[src/rtl/local_injection_unit.sv]
// Local-port network interface for a quadtree router: buffers PE packets in a small FIFO and
// injects them as single flits under credit-based flow control.
module local_injection_unit #(
  parameter int unsigned DATA_WIDTH  = 32,
  parameter int unsigned ADDR_WIDTH  = 8,
  parameter int unsigned INFO_WIDTH  = 2,
  parameter int unsigned FIFO_DEPTH  = 4,
  parameter int unsigned CREDIT_INIT = 2,
  localparam int unsigned FLIT_W     = INFO_WIDTH + ADDR_WIDTH + DATA_WIDTH,
  localparam int unsigned CREDIT_W   = $clog2(CREDIT_INIT + 1)
) (
  input  logic                  clk,
  input  logic                  rst,
  input  logic                  pe_valid,
  output logic                  pe_ready,
  input  logic [INFO_WIDTH-1:0] pe_info,
  input  logic [ADDR_WIDTH-1:0] pe_addr,
  input  logic [DATA_WIDTH-1:0] pe_data,
  output logic                  out_data_valid,
  output logic [FLIT_W-1:0]     out_data,
  input  logic                  credit_in,
  output logic [CREDIT_W-1:0]   credit_count,
  output logic                  credit_err,
  output logic                  idle
);

  localparam int unsigned PtrW = $clog2(FIFO_DEPTH);
  localparam int unsigned CntW = $clog2(FIFO_DEPTH + 1);

  logic [FLIT_W-1:0]   mem_q [FIFO_DEPTH];
  logic [PtrW-1:0]     wr_ptr_q, wr_ptr_d;
  logic [PtrW-1:0]     rd_ptr_q, rd_ptr_d;
  logic [CntW-1:0]     count_q, count_d;
  logic [CREDIT_W-1:0] credit_q, credit_d;
  logic                err_q, err_d;
  logic                valid_q, valid_d;
  logic [FLIT_W-1:0]   flit_q, flit_d;
  logic                push, pop;

  // Ready depends only on registered occupancy so the PE never sees a comb path from its valid.
  assign pe_ready = (count_q < CntW'(FIFO_DEPTH));
  assign push     = pe_valid & pe_ready;
  assign pop      = (count_q != '0) & (credit_q != '0);

  always_comb begin
    wr_ptr_d = wr_ptr_q;
    rd_ptr_d = rd_ptr_q;
    count_d  = count_q;
    if (push) wr_ptr_d = wr_ptr_q + PtrW'(1);
    if (pop)  rd_ptr_d = rd_ptr_q + PtrW'(1);
    case ({push, pop})
      2'b10:   count_d = count_q + CntW'(1);
      2'b01:   count_d = count_q - CntW'(1);
      default: count_d = count_q;
    endcase
  end

  always_comb begin
    valid_d = pop;
    flit_d  = flit_q;
    if (pop) flit_d = mem_q[rd_ptr_q];
  end

  // A send and a returning credit cancel; a surplus credit at full count saturates and flags.
  always_comb begin
    credit_d = credit_q;
    err_d    = err_q;
    case ({credit_in, pop})
      2'b10: begin
        if (credit_q == CREDIT_W'(CREDIT_INIT)) err_d = 1'b1;
        else                                    credit_d = credit_q + CREDIT_W'(1);
      end
      2'b01:   credit_d = credit_q - CREDIT_W'(1);
      default: credit_d = credit_q;
    endcase
  end

  always_ff @(posedge clk or negedge rst) begin
    if (!rst) begin
      wr_ptr_q <= '0;
      rd_ptr_q <= '0;
      count_q  <= '0;
      credit_q <= CREDIT_W'(CREDIT_INIT);
      err_q    <= 1'b0;
      valid_q  <= 1'b0;
      flit_q   <= '0;
    end else begin
      wr_ptr_q <= wr_ptr_d;
      rd_ptr_q <= rd_ptr_d;
      count_q  <= count_d;
      credit_q <= credit_d;
      err_q    <= err_d;
      valid_q  <= valid_d;
      flit_q   <= flit_d;
    end
  end

  // Storage needs no reset: occupancy and pointers define which entries are live.
  always_ff @(posedge clk) begin
    if (push) mem_q[wr_ptr_q] <= {pe_info, pe_addr, pe_data};
  end

  assign out_data_valid = valid_q;
  assign out_data       = flit_q;
  assign credit_count   = credit_q;
  assign credit_err     = err_q;
  assign idle           = (count_q == '0) && (credit_q == CREDIT_W'(CREDIT_INIT));

endmodule

[config.mk]
export PLATFORM = sky130hd
export DESIGN_NAME = local_injection_unit
export DESIGN_NICKNAME = d
export VERILOG_FILES = /design/src/rtl/local_injection_unit.sv
export SDC_FILE = /design/constraint.sdc
export NUM_CORES = 1
export LEC_CHECK = 0
export ABC_AREA = 1
export BUFFER_PORTS_ARGS = -buffer_cell sky130_fd_sc_hd__buf_4
export CAP_MARGIN = 5
export CORE_ASPECT_RATIO = 0.7
export CORE_MARGIN = 2
export CORE_UTILIZATION = 40
export CTS_BUF_LIST = sky130_fd_sc_hd__clkbuf_16
export DETAILED_ROUTE_END_ITERATION = 16
export GPL_TIMING_DRIVEN = 0
export HOLD_SLACK_MARGIN = 0.05
export SLEW_MARGIN = 5
export SYNTH_ARGS = -nofsm -noshare
export SYNTH_HDL_FRONTEND = slang
export SYNTH_SLANG_ARGS = --single-unit
[constraint.sdc]
create_clock -name clk -period 3.5 [get_ports clk]
set_input_delay 0 -clock clk [delete_from_list [all_inputs] [get_ports clk]]
set_output_delay 0 -clock clk [all_outputs]
set_load 0.005 [all_outputs]
; Yosys cells after proc, flatten, opt, wreduce, memory -nomap -nowiden
; Memory sizes are Yosys's and may differ from the RTL's. A register that Yosys moved wholly into a read port is not among the register bits.
; Cells that the tools add are included.
[word_totals]
register_bits = 11
mem_bits_rw = 168
in_bits = 46
wordCells = 36
mem_count = 1
[op_classes]
add_sub_neg = 6
magnitude_cmp = 1
n_eq_ne = 6
muxes = 5
n_bitwise = 2
reduce_logical = 9
[memory_table]
columns = memory, words, width, rd, rd_ports_with_merged_regs, wr, line_no
row1 = mem_q, 4, 42, 1, 1, 1, 30  ; logic [FLIT_W-1:0] mem_q [FIFO_DEPTH];
[ops]
columns = op, n
row1 = "adder 2 x 1 -> 2 bit, second input constant", 3
row2 = "== test 2 bit, second input constant", 3
row3 = case mux 3 bit (2 select lines), 1
row4 = nonzero test 2 bit, 3
row5 = "== test 2 x 1 -> 1 bit, second input constant", 2
row6 = case mux 2 bit (2 select lines), 1
row7 = AND reduction 2 bit, 2
row8 = "adder 3 x 1 -> 3 bit, second input constant", 1
row9 = zero test 3 bit, 1
row10 = "< comparator 3 bit, second input constant", 1
row11 = nonzero test 3 bit, 1
row12 = "subtractor 3 x 1 -> 3 bit, second input constant", 1
row13 = AND 1 bit, 2
row14 = two-way mux 1 bit, 2
row15 = two-way mux 2 bit, 1
row16 = "inequality test 2 bit, second input constant", 1
row17 = "subtractor 2 x 1 -> 2 bit, second input constant", 1
row18 = logical AND 1 bit, 1
row19 = zero test 1 bit, 1

; Depth between registers and ports, before layout
[logic_depth]
word_depth = 5
depth_mapped = 11
mapped_depth_nobuf = 10

; Least setup slack after synthesis
; No wires, ideal clock.
[synth_timing]
path_type = register -> register
from = register count_q[2]
to = memory mem_q[0][0] in the netlist's numbering, enable pin
t_arrival_ns = 2.430
t_required_ns = 3.058
slack_ns = 0.628
stages_incl_launch_ff = 4
synth_period_minus_slack_ns = 2.872
path_cell_list = dfrtp_1 -> inv_1 -> nand2_1 -> nor2_1
[synth_between]
elab_chain_len = 4
[synth_rtl]
columns = item, line_no
row1 = start: declaration, 33  ; logic [CntW-1:0] count_q, count_d;
row2 = start signal: assignment, 90  ; count_q <= count_d;
row3 = < comparator 3 bit, 41  ; assign pe_ready = (count_q < CntW'(FIFO_DEPTH));
row4 = via pe_ready, 15  ; output logic pe_ready,
row5 = AND 1 bit, 42  ; assign push = pe_valid & pe_ready;
row6 = two-way mux 1 bit, 100  ; if (push) mem_q[wr_ptr_q] <= {pe_info, pe_addr, pe_data};
row7 = two-way mux 1 bit (not written as such), 100
row8 = end: declaration, 30
; The timed path passes the listed nets, and every way through them passes these cells.

; Worst setup path in the final report
[layout_timing]
from = register credit_q[1] (netlist: credit_count[1])
to = register count_q[2]
[layout_between]
elab_chain_len = 4
[layout_rtl]
columns = item, line_no
row1 = start: declaration, 34  ; logic [CREDIT_W-1:0] credit_q, credit_d;
row2 = start signal: assignment, 83  ; credit_q <= CREDIT_W'(CREDIT_INIT);
row3 = start signal: assignment, 91  ; credit_q <= credit_d;
row4 = nonzero test 2 bit (*), 43  ; assign pop = (count_q != '0) & (credit_q != '0);
row5 = AND 1 bit (*), 43
row6 = via pop, 38  ; logic push, pop;
row7 = == test 2 x 1 -> 1 bit / == test 2 bit (equally long branches), 51  ; case ({push, pop})
row8 = case mux 3 bit (2 select lines) / nonzero test 2 bit (equally long branches), -
; Mark *: on every way through the listed nets, which the timed path passes. The rest lies on a longest branch.
; A chain may end at the register's enable or synchronous reset.

==> flow_summary.toml <==
[drt]
wirelength_um = 19100
vias = 5424
ant_nets = 0
drt-initial-drc-count = 393
drc = 0
viasPerCell = 4.72
wl_per_cell_um = 16.6
dr.pass1.iters = 4

[die]
dieWidth_um = 179
die_area_um2 = 22700
ios = 94
fp.dieH_um = 127
num_rows = 44
coreArea_um2 = 20900
initial_core_util_pct = 41.1

[yosys]
synth.distinct_cells = 27
synth_area_leaders = "edfxtp_1, dfrtp_1, o21ai_1"
yosys.area.top_type_share_pct = 58.7
syn_nets = 746
yosys_warnings = 0
synth.cell_area_um2 = 8590
synthCells = 694
yosysTopAreaCell = "edfxtp_1"
ys_seq_area_share_pct = 74.2
syn_area_per_cell_um2 = 12.4
synth-seq-cells = 221

[power]
power.leakage_nw = 4.30
power_mw = 9.25
power_density_nw_per_um2 = 856
peakVddDrop_mv = 0.429

[global_route]
first_global_vias = 5341
grt-busiest-layer = "met2"
grt_use_met1_pct = 26.3
grt_util_met2_pct = 26.9
antenna_found_initial = 1
grt_max_degree = 54
grt_use_total_pct = 17.4
met3_usage_pct = 3.15
overflow = 0
grt_pass1_wl_um = 30000

[clock_tree]
numCtsBuffers = 21
clk_pin_slew_ns = 0.06
cts-htree-levels = 1
tritoncts = "built"
cts_resized = 0
cts-root-buf = "clkbuf_16"
holdBufCountCts = 44
cts_sinks = 221
clkLatencyLatePin_ns = 0.50
post_cts_buffers = 0
clock_tree.buffer_depth = 3

[cells_and_area]
ff_latch_area_um2 = 6370
fillers = 1860
multi_input_area_um2 = 1890
drive_above_1_share_pct = 19.1
synthToLayoutAreaGrowth_pct = 25.8
nets = 911

[timing]
rsz0062_at_grt = "false"
fin_crit_ns = 2.31
max_freq_mhz = 433
drv_slew = 0
min_period_over_period_pct = 66.0
fin_worst_skew_ns = 0.0176
fin_tns_setup_ns = 0
setup_slack_ns = 1.19
hold_ws_ns = 0.136
worst_pin_slew_ns = 0.755
max-slew-margin-rel_pct = 49.6
hold_violations = 0
setup_viol = 0

[placement]
hpwl_um = 11900
dp_slack_ns = 1.20
gp_congestion = 0.740
io_buffers = 93

[setup_path]
cp_data_required_time_ns = 3.86
crit_arrival_ns = 2.67
cp_max_fo = 11
cp-end-kind = "flop"
critPathKind = "reg -> reg"
startpoint_type = "flop"

[outcome]
outcome = "finished, final reports clean"

[job]
max_cap_violations = 0

[hold_path]
min_path_type = "in -> async"
## path summary, 6_finish.rpt
path                            startpoint           to  slack [ns]  cells after the start
hold reg to reg                 credit_err   credit_err        0.46                      1
setup reg to reg           credit_count[1]   count_q[2]        1.19                     10
min in group clk                  pe_valid  wr_ptr_q[0]        0.20                      3
max in group asynchronous              rst  rd_ptr_q[1]        2.88                      2
hold / removal                         rst  out_data[0]        0.14                      2
setup / recovery           credit_count[1]   count_q[2]        1.19                     10
## placed cells by master, fill, tap and decap left out, types with 2 or more instances in the layout
cell / count
buf_4: 95
edfxtp_1: 168
buf_12: 4
nor2_1: 132
xor2_1: 3
clkinv_1: 2
o21ai_0: 26
o21ai_1: 102
inv_1: 23
clkbuf_16: 21
a21oi_1: 2
buf_2: 11
nand2_1: 134
clkinv_2: 3
dlygate4sd3_1: 44
inv_4: 2
dfrtp_1: 52
clkbuf_1: 4
nor2_4: 4
buf_6: 18
nand3_1: 5
ha_1: 5
## logic make-up after synthesis
kind of cell               synth area share, %
adders and majority gates                0.961
AOI/OAI and AO/OA                         7.66
xor gates and xnor gates                 0.408
buffers and inverters                     4.16
DFF                                       74.2
and+or+nand+nor                           12.6
## power breakdown
| group | switching (mW) | leakage, nW | internal (mW) |
|---|---|---|---|
| clock network | 0.923 | 0.327 | 1.09 |
| logic | 2.13 | 1.80 | 1.42 |
| registers | 0.234 | 2.17 | 3.45 |
## synth_stat cells
library cell,instances
dfrtp_1,52
fa_1,1
xnor2_1,1
xor2_1,3
buf_6,18
o21ai_0,26
edfxtp_1,168
or2_4,1
a21oi_1,2
inv_2,1
nor2_2,1
a21o_1,1
nand2_2,1
inv_1,13
ha_1,5
dfstp_2,1
nand2_8,1
nor2_1,136
nand4_1,1
o21ai_1,102
nand2_1,134
clkbuf_1,4
nand3_1,5
buf_2,11
clkbuf_2,1
inv_4,2
buf_4,2
## metal layers
layer / share of wire (%) / vias up / routed length, µm
li1: - / 2705 / -
met1: 49 / 2564 / 9320
met2: 44 / 138 / 8360
met3: 6.1 / 17 / 1170
met4: 1.2 / 0 / 238
met5: 0 / - / 0
## per-stage QoR
| stage | std cells | cell area [µm²] | utilization, % |
|---|---|---|---|
| after floorplan | 694 | 8590 | - |
| after global placement | 1063 | 9640 | 46.1 |
| after detailed placement | 1068 | 9770 | 46.7 |
| after CTS | 1149 | 10800 | 51.7 |
| after global routing | 1150 | 10800 | 51.7 |
| final | 1150 | 10800 | 51.7 |
## flip-flops by register name (all words and copies together), names as in the netlist
register	cells
out_data_valid	1
count_q	3
credit_err	1
out_data	42
wr_ptr_q	2
mem_q	168
credit_count	2
rd_ptr_q	2
## worst max-delay path: stages (launching register included)
cell	delay, ns
dfstp_2	0.59
or2_4	0.18
nand2_8	0.09
inv_4	0.14
buf_6	0.18
ha_1	0.16
inv_1	0.06
fa_1	0.38
a21oi_1	0.14
o21ai_0	0.11
xor2_1	0.15
## final cells by class
cell class,count,share of cell area [%]
Buffer,36,2.71
Sequential cell,221,59.0
Tap cell,276,3.19
Antenna cell,1,0.0232
Clock buffer,21,4.86
Clock inverter,16,0.625
Multi-Input combinational cell,421,17.5
Inverter,16,0.602
Timing Repair Buffer,142,11.5
Power figures use the tool's default switching activity.
